`config.mk`:
```
export PLATFORM = sky130hd
export DESIGN_NAME = demux8x1_deser
export DESIGN_NICKNAME = d
export VERILOG_FILES = /design/src/rtl/demux8x1_deser.sv
export SDC_FILE = /design/constraint.sdc
export NUM_CORES = 1
export LEC_CHECK = 0
export BUFFER_PORTS_ARGS = -buffer_cell sky130_fd_sc_hd__buf_2
export CORE_ASPECT_RATIO = 0.7
export CORE_MARGIN = 4
export CORE_UTILIZATION = 40
export CTS_CLUSTER_SIZE = 12
export DETAILED_ROUTE_END_ITERATION = 8
export SKIP_CTS_REPAIR_TIMING = 1
export SYNTH_ARGS = -nofsm -noshare
export SYNTH_HDL_FRONTEND = slang
export SYNTH_SLANG_ARGS = --single-unit
export TNS_END_PERCENT = 10
```
`constraint.sdc`:
```
create_clock -name clk -period 3.5 [get_ports clk]
set_input_delay 0.7 -clock clk [delete_from_list [all_inputs] [get_ports clk]]
set_output_delay 0.7 -clock clk [all_outputs]
set_load 0.03 [all_outputs]
```
`src/rtl/demux8x1_deser.sv`:
```
// demux8x1_deser - serial-to-parallel 1-to-8 demultiplexer.
//
// Receiving end of a mux8x1-based serializer. Each accepted serial bit
// (DV & DR) is written into one slot of an 8-bit shadow word. In counter
// mode an internal 3-bit counter picks the slot. The finished word is
// presented on Y with a YV/YR valid/ready handshake.
//
// Optional feature macro: DEMUX8_ADDR_EN
//   Adds ports M (mode) and S (slot select). With the registered mode at 1,
//   bits are written to shadow[S]. A write mask tracks which slots are
//   filled, and the word completes once all eight slots have been written.
//
// Parameters:
//   MSB_FIRST  0: first serial bit lands in Y[0]; 1: first bit lands in Y[7]
//
// Ports:
//   clk   in   rising-edge clock
//   rst   in   synchronous active-high reset
//   D     in   serial data bit
//   DV    in   D valid
//   DR    out  ready for a serial bit (combinational)
//   Y     out  assembled word (registered)
//   YV    out  Y valid (registered)
//   YR    in   downstream ready
//   CNT   out  counter-mode slot index of the next bit
//   M     in   mode, 0 counter / 1 addressed   (DEMUX8_ADDR_EN only)
//   S     in   slot select in addressed mode  (DEMUX8_ADDR_EN only)
module demux8x1_deser #(
  parameter int MSB_FIRST = 0
) (
  input  logic       clk,
  input  logic       rst,
  input  logic       D,
  input  logic       DV,
  output logic       DR,
  output logic [7:0] Y,
  output logic       YV,
  input  logic       YR,
  output logic [2:0] CNT
`ifdef DEMUX8_ADDR_EN
  ,
  input  logic       M,
  input  logic [2:0] S
`endif
);

  logic [7:0] shadow;
  logic [7:0] merged;
  logic [7:0] slot_oh;
  logic [2:0] slot;
  logic       completing;
  logic       mode_chg;
  logic       addr_mode;
  logic       accept;

`ifdef DEMUX8_ADDR_EN
  logic [7:0] mask;
  logic       m_q;

  assign addr_mode = m_q;
  // A mode change costs one dead cycle: the partial word is dropped and
  // no bit is taken while the mode register catches up.
  assign mode_chg  = (M != m_q);
`else
  assign addr_mode = 1'b0;
  assign mode_chg  = 1'b0;
`endif

  // Slot selection and the "this bit finishes the word" condition.
  always_comb begin
    slot       = (MSB_FIRST != 0) ? (3'd7 - CNT) : CNT;
    completing = (CNT == 3'd7);
`ifdef DEMUX8_ADDR_EN
    if (m_q) begin
      slot       = S;
      // Rewrites of an already-filled slot never complete the word.
      completing = ((mask | (8'b1 << S)) == 8'hFF);
    end
`endif
    slot_oh = 8'b1 << slot;
    merged  = (shadow & ~slot_oh) | ({8{D}} & slot_oh);
  end

  // Only the finishing bit stalls: it would overwrite a Y not yet consumed.
  assign DR     = !rst && !mode_chg && !(completing && YV && !YR);
  assign accept = DV && DR;

  always_ff @(posedge clk) begin
    if (rst) begin
      shadow <= 8'h00;
      CNT    <= 3'd0;
      Y      <= 8'h00;
      YV     <= 1'b0;
`ifdef DEMUX8_ADDR_EN
      mask   <= 8'h00;
      m_q    <= 1'b0;
`endif
    end else begin
      // A word finishing on the consume edge keeps YV high with new data.
      if (accept && completing) begin
        Y  <= merged;
        YV <= 1'b1;
      end else if (YV && YR) begin
        YV <= 1'b0;
      end

      // Shadow is reused across words; every slot is rewritten before
      // the next completion, so it is never cleared.
      if (accept) shadow <= merged;

      if (accept && !addr_mode) CNT <= completing ? 3'd0 : CNT + 3'd1;

`ifdef DEMUX8_ADDR_EN
      if (accept && m_q) mask <= completing ? 8'h00 : (mask | slot_oh);
      if (mode_chg) begin
        CNT  <= 3'd0;
        mask <= 8'h00;
        m_q  <= M;
      end
`endif
    end
  end

endmodule
```
# --- After elaboration in Yosys (flattened, before gate mapping) ---
# Cells that the tools add are included.
totals:
  register_bits: 20
  wordCells: 24
op_classes:
  n_addsub: 1
  eq_ne: 1
  shift: 1
  muxes: 3
  bitwise: 4
  reduce_logical: 10
op_table:
  columns: ["cell", "count"]
  rows:
  - ["AND 8 bit", 2]
  - ["NOT 8 bit", 1]
  - ["OR 8 bit", 1]
  - ["left shift 1 x 3 -> 8 bit, first input constant", 1]
  - ["logical AND 1 bit", 6]
  - ["adder 3 x 1 -> 3 bit, second input constant", 1]
  - ["== test 3 bit, second input constant", 1]
  - ["logical NOT 1 bit", 3]
  - ["two-way mux 3 bit", 1]
  - ["two-way mux 1 bit", 2]
  - ["nonzero test 2 bit", 1]

# --- Longest topological paths before layout ---
# Gate-level depths: netlist of run 1.
logic_depth:
  ltp_word: 8
  ltp_mapped: 6
  mapped_depth_nobuf: 5

# --- Worst setup path before layout of run 1 ---
# OpenSTA, ideal clock, no wires.
synth_timing:
  path_kind: "register -> output"
  startpoint: "register CNT[0]"
  endpoint: "output DR"
  arrival_ps: 1449
  slack_ps: 1351
  stages_incl_launch_ff: 4
  cell_sequence: "dfxtp_1 -> ha_1 -> ha_1 -> a21oi_1"
synth_between:
  elab_chain_cells: 5
synth_lines:
  columns: ["element", "line_no", "text"]
  rows:
  - ["start, declared", "39", "output logic [2:0] CNT"]
  - ["start signal, assigned", "111", "if (accept && !addr_mode) CNT <= completing ? 3'd0 : CNT + 3'd1;"]
  - ["== test 3 bit", "72", "completing = (CNT == 3'd7);"]
  - ["logical AND 1 bit (2 in series)", "85", "assign DR = !rst && !mode_chg && !(completing && YV && !YR);"]
  - ["logical NOT 1 bit", "85", null]
  - ["logical AND 1 bit", "85", null]
  - ["end, declared", "35", "output logic DR,"]
# Every way passes these cells.

# --- Worst setup path in the final report of run 1 ---
# Ends and elaborated chain as after synthesis.

==> metrics.txt, run 1 <==
# DRC=0; final cell count without fillers=143; CTS Root Cell=clkbuf_4; crit end category=primary output; core area=2242 µm²; critical path data required time=2800 ps; H-tree depth=1; CP max FO=6; Final Skew=16.32 ps; Clock Power Share=0.274; Critical Path AT=1540 ps; worst hold path class=register to register; DPL Wire Length=1.434 mm; first-pass GRT wire length=3.463 mm; Max stage delay on crit path=370 ps; Skew-Pair Late Insertion Delay=300 ps; slowest CP cell=dfxtp_1; Nets=123; Die W=67.04 µm; Yosys top cell by area=dfxtp_1; f_max=447.0 MHz; Placed Instances=139; final setup fails=0; worst-path cell chain=ha_1, ha_1, a21oi_1, buf_2; number of global-route vias before repair=721; status=finished, final reports clean; largest net degree at the start of global routing=24; Mapped Nets=108; CTS Buf Count=3; initial antenna violation count=0; fraction of layout cells with a size suffix above 1=0.3153; most common flop cell mapped by yosys=dfxtp_1; final worst slack=1263 ps; Sw Ratio=0.2796; slew margin rel.=0.6807; Synth cell types=25; Worst-path clk slew=120 ps; gr usage total=0.1325; Mapped Cells=97; clock buffer depth=2; Final min period=2237 ps; EDFF count, synth=0; initial DRC count=22; CP Class=register to primary output; Row Count=14; detailed-route via count=746; Seq/Total Area, Yosys=0.3897; Cell Pwr Density=371.7 nW/µm²; register bit total from synthesis=19; Post-DP Area=1061 µm²; register area=380.4 µm²; Ports=18; Synth Warn #=0; DR WL/cell=13.52 µm; RSZ-0062 raised after global routing=false; Die Y=49.33 µm; post-route cell area=1089 µm²; post-synth design cell area=975.9 µm²; top-area cell type share of the netlist area=0.3897; GP Congestion=0.7678; Area Overhead vs Synth=11.54%; GR Overflow Total=0; Int Power=291.5 µW; Initial Util=0.4353; Tightest Pin Transition=477.3 ps; Sw Pwr=113.2 µW; Critical Path Source Type=register; Pwr Total=404.6 µW; CP top delay family=adder cells; Layout fillers=239; Crit path top cell by count=ha_1; ANT nets after route=0; Buf/Inv on CP=1; peak supply drop=0.2063 mV; Via density=5.217; Antenna diodes=0; DP Worst Slack=1420 ps; Final Max Tran Viols=0; # Max-Cap Violations=0; final setup TNS=0 ps; Final Hold Fails=0; Multi-input gate area=544.3 µm²; CTS Sinks=19; Synth async-reset ratio=0; dominant cells by area after synthesis=dfxtp_1 (39%), a211oi_2 (9.0%), a21oi_1 (8.7%), mux2i_1 (8.2%), ha_1 (7.7%); sequential share of power=0.571; Mapped Avg Cell Area=10.06 µm²; IO buf count=17; final period utilization=0.6391; DR pass1 iterations=4; WL final=1.934 mm; die area=3307 µm²; leak pwr=0.4770 nW; power share of the combinational group=0.155; CTS tree=yes
==> layout by cell type (no fill, tap or decap), types with 2 or more instances in the layout <==
cell | synthesis | routed
dfxtp_1 | 19 | 19
a21oi_1 | 17 | 17
buf_2 | 2 | 17
mux2i_1 | 8 | 8
a211oi_2 | 7 | 7
a211oi_1 | 7 | 7
ha_1 | 6 | 6
nor2b_1 | 4 | 4
nand2_1 | 4 | 4
inv_1 | 3 | 3
nand2b_1 | 3 | 3
clkbuf_4 | 0 | 3
nand3_1 | 2 | 2
o31ai_2 | 2 | 2
==> metal layers <==
| metal | track usage | up-vias | wire length, µm |
|---|---|---|---|
| met3 | 0.04839 | 0 | 100 |
| li1 | - | 382 | - |
| met2 | 0.2104 | 18 | 896 |
| met5 | 0 | - | 0 |
| met4 | 0.01010 | 0 | 0 |
| met1 | 0.1775 | 346 | 936 |
==> cells by family after synthesis <==
group | share of synthesized area
and+or+nand+nor | 0.1372
adders and majority gates | 0.07692
muxes | 0.08205
buffers and inverters | 0.05256
DFF | 0.3897
AOI/OAI and AO/OA | 0.2615
==> state kept, by name, indices dropped and copies added (netlist names) <==
signal and flops:
shadow 7, Y 8, CNT 3, YV 1
==> final timing paths <==
| check | start | end | slack (ps) | cells past startpoint |
|---|---|---|---|---|
| worst max-delay path | CNT[0]$_SDFFE_PP0P_ | DR | 1260 | 4 |
| worst max register to register | CNT[0]$_SDFFE_PP0P_ | Y[6]$_SDFFE_PP0P_ | 1780 | 5 |
| worst min-delay path | Y[7]$_SDFFE_PP0P_ | Y[7]$_SDFFE_PP0P_ | 490 | 2 |
| worst min register to register | Y[7]$_SDFFE_PP0P_ | Y[7]$_SDFFE_PP0P_ | 490 | 2 |
==> synth_stat cells (all sizes together), types with 2 or more instances <==
master and n:
o31ai 2, mux2i 8, nand2 4, nand2b 3, buf 5, dfxtp 19, ha 6, and2 2
inv 3, nand3 2, clkbuf 2, a21oi 17, nor2b 4, a211oi 14
==> tightest hold or removal path, stage by stage, from the launching register on <==
cell and delay (ps):
dfxtp_1 330, o21ai_0 70, a21oi_1 60
==> per-stage QoR <==
step                  util  hold WS (ps)
global placement    0.4732         459.1
CTS                 0.4855         492.1
floorplan                -         447.4
detailed placement  0.4732         472.0
global route        0.4855         518.8
finish              0.4855         486.6
==> cell type report <==
cell class	instances	share of cell area
inverters	3	0.01034
well taps	32	0.03678
clock buffers	3	0.02069
clock inverters	1	0.004598
flip-flops and latches	19	0.3494
repair buffers	17	0.07816
multi-input cells	68	0.5000
==> power by group through the flow <==
stage	Clock [mW]	Combinational, mW	Sequential, mW
after floorplan	0	0.0455	0.241
after global placement	0	0.0621	0.236
after detailed placement	0	0.0633	0.236
after CTS	0.116	0.0636	0.231
after global routing	0.123	0.0693	0.233
final	0.111	0.0627	0.231
(Power assumes the default switching activity.)
==> inputs of run 2 (changes only) <==
--- a/config.mk
+++ b/config.mk
@@ -5,6 +5,7 @@
 export SDC_FILE = /design/constraint.sdc
 export NUM_CORES = 1
 export LEC_CHECK = 0
+export ABC_AREA = 1
 export BUFFER_PORTS_ARGS = -buffer_cell sky130_fd_sc_hd__buf_2
 export CORE_ASPECT_RATIO = 0.7
 export CORE_MARGIN = 4
==> constraint.sdc (replaced) <==
create_clock -name clk -period 2.04 [get_ports clk]
set_input_delay 0.408 -clock clk [delete_from_list [all_inputs] [get_ports clk]]
set_output_delay 0.408 -clock clk [all_outputs]
set_load 0.03 [all_outputs]
==> metrics.txt, run 2 <==
status=finished, final reports clean (unchanged); CTS Sinks=19 (unchanged); Skew-Pair Late Insertion Delay=310 ps (was 300 ps); Final Max Tran Viols=0 (unchanged); leak pwr=0.5494 nW (was 0.4770 nW); Via density=4.686 (was 5.217); most frequent cells in the layout=nand2_1 (33), inv_1 (23), dfxtp_1 (19) (was dfxtp_1 (19), a21oi_1 (17), buf_2 (17)); clock buffer depth=2 (unchanged); Largest Register=Y (unchanged); Mapped Avg Cell Area=7.348 µm² (was 10.06 µm²); Tightest Pin Transition=290.7 ps (was 477.3 ps); ANT nets after route=0 (unchanged); smallest hold slack=396.6 ps (was 486.6 ps); gr usage total=0.1471 (was 0.1325); Antenna diodes=0 (unchanged); Worst R2R Setup Slack=520 ps (was 1780 ps); Synth async-reset ratio=0 (unchanged); slew margin rel.=0.8041 (was 0.6807); Row Count=14 (unchanged); final setup TNS=0 ps (unchanged); WL final=2.048 mm (was 1.934 mm); Cell Pwr Density=619.3 nW/µm² (was 371.7 nW/µm²); detailed-route via count=867 (was 746); crit end category=primary output (unchanged); max reg flops=8 (unchanged); DR pass1 iterations=4 (unchanged); FF-to-FF path depth=5 (unchanged); post-synthesis simple-gate area fraction=0.2935 (was 0.1372); f_max=513.3 MHz; final period utilization=0.9550; worst hold path class=input port to register (was register to register); Post-DP Area=1094 µm² (was 1061 µm²); Final Skew=17.72 ps (was 16.32 ps); mux cell area share after synthesis=0 (was 0.08205); CTS Buf Count=3 (unchanged); post-route cell area=1126 µm² (was 1089 µm²); Layout fillers=249 (was 239); Mapped Cells=134 (was 97); top-area cell type share of the netlist area=0.3863 (was 0.3897); DPL Wire Length=1.550 mm (was 1.434 mm); Die W=67.30 µm (was 67.04 µm); Mapped Nets=145 (was 108); RSZ-0062 raised after global routing=false (unchanged); # Max-Cap Violations=0 (unchanged); Ports=18 (unchanged); post-synth design cell area=984.7 µm² (was 975.9 µm²); CTS Root Cell=clkbuf_4 (unchanged); largest registers=Y (8), shadow (7), CNT (3) (unchanged); origin of the worst min-delay path=rst (was Y[7]$_SDFFE_PP0P_); fraction of layout cells with a size suffix above 1=0.1765 (was 0.3153); initial antenna violation count=0 (unchanged); most common cell after layout, fill and taps aside=nand2_1 (was dfxtp_1); GR Overflow Total=0 (unchanged); Post-Synth XOR/XNOR Area=0 (unchanged); Critical Path AT=1540 ps (about the same); Yosys top cell by area=dfxtp_1 (unchanged); IO buf count=17 (unchanged); GP Congestion=0.7770 (was 0.7678); Min-Delay Path Depth=2 (unchanged); core area=2242 µm² (unchanged); CP max FO=4 (was 6); Worst Hold Endpoint=YV$_SDFFE_PP0P_ (was Y[7]$_SDFFE_PP0P_); Synth Area in Compound Gates=0.1207 (was 0.2615); CTS tree=yes (unchanged); initial DRC count=31 (was 22); number of global-route vias before repair=838 (was 721); FF-to-FF End=Y[3]$_SDFFE_PP0P_ (was Y[6]$_SDFFE_PP0P_); most common flop cell mapped by yosys=dfxtp_1 (unchanged); Post-synth top cells=nand2_1 (33), inv_1 (23), dfxtp_1 (19) (was dfxtp_1 (19), a21oi_1 (17), mux2i_1 (8)); Critical Path Source Type=register (unchanged); first-pass GRT wire length=3.746 mm (was 3.463 mm); Nets=165 (was 123); Synth Area in Adders=0.07624 (was 0.07692); Area Overhead vs Synth=14.36% (was 11.54%); most frequent cell after synthesis=nand2_1 (was dfxtp_1); largest family of logic cells by synthesized area=simple AND/OR/NAND/NOR gates (was compound AO/OA/AOI/OAI gates); Die Y=49.51 µm (was 49.33 µm); Final min period=1948 ps; EDFF count, synth=0 (unchanged); final core occ=0.5022 (was 0.4855); Seq/Total Area, Yosys=0.3863 (was 0.3897); dominant cells by area after synthesis=dfxtp_1 (39%), nand2_1 (13%), inv_1 (8.8%), nand3_1 (8.6%), ha_1 (7.6%) (was dfxtp_1 (39%), a211oi_2 (9.0%), a21oi_1 (8.7%), mux2i_1 (8.2%), ha_1 (7.7%)); critical path data required time=1630 ps (was 2800 ps); final setup fails=0 (unchanged); largest net degree at the start of global routing=18 (was 24); H-tree depth=1 (unchanged); Synth cell types=19 (was 25); Worst R2R Start=CNT[2]$_SDFFE_PP0P_ (was CNT[0]$_SDFFE_PP0P_); register bit total from synthesis=19 (unchanged); CP Class=register to primary output (unchanged); Initial Util=0.4392 (was 0.4353); Worst-path clk slew=120 ps (about the same); peak supply drop=0.2597 mV (was 0.2063 mV); # DRC=0 (unchanged); Final Hold Fails=0 (unchanged); Synth Warn #=0 (unchanged); DR WL/cell=11.07 µm (was 13.52 µm); die area=3332 µm² (was 3307 µm²)
run 2: how the worst max path moves through the flow:
stage,startpoint,endpoint,slack [ps],cells past startpoint
global placement,CNT[0]$_SDFFE_PP0P_,DR,420,4
detailed placement,CNT[0]$_SDFFE_PP0P_,DR,370,4
global route,CNT[0]$_SDFFE_PP0P_,DR,10,4
CTS,CNT[0]$_SDFFE_PP0P_,DR,5,4
finish,CNT[0]$_SDFFE_PP0P_,DR,90,4
floorplan,CNT[0]$_SDFFE_PP0P_,DR,150,3
run 2: worst max-delay path: stages (launching register included):
cell,delay (ps)
dfxtp_1,360
ha_1,230
ha_2,220
a31oi_2,200
clkbuf_4,220
run 2: power breakdown:
part	leakage [nW]	switching [mW]	internal (mW)
Sequential	0.154	0.00923	0.382
Combinational	0.378	0.0703	0.0371
Clock	0.0177	0.125	0.0733
Total	0.549	0.205	0.493
run 2: kinds of logic after synthesis:
group                      count (synthesis)
and+or+nand+nor                           63
buffers and inverters                     28
DFF                                       19
AOI/OAI and AO/OA                         18
adders and majority gates                  6
run 2: final cells by class:
class / count / area, µm² / area share
timing repair buffer: 19 / 102.6 / 0.09111
multi-input combinational: 87 / 485.5 / 0.4311
inverter: 24 / 90.09 / 0.08000
sequential: 19 / 380.4 / 0.3378
clock buffer: 3 / 22.52 / 0.02000
tap: 32 / 40.04 / 0.03556
clock inverter: 1 / 5.005 / 0.004444
run 2: metrics by stage:
step / total power, mW / cells / worst slack, ps
2_1_floorplan: 0.4749 / 134 / 154.2
3_3_place_gp: 0.5038 / 181 / 418.1
3_5_place_dp: 0.5066 / 181 / 375.0
4_1_cts: 0.7056 / 185 / 4.559
5_1_grt: 0.7379 / 185 / 14.02
6_report: 0.6974 / 185 / 91.89
run 2: layer usage:
layer | wire, µm | vias up | global-route usage
met3 | 113 | 4 | 0.05455
met2 | 886 | 17 | 0.2121
met4 | 17 | 0 | 0.04040
met1 | 1030 | 384 | 0.2036
li1 | - | 462 | -
met5 | 0 | - | 0
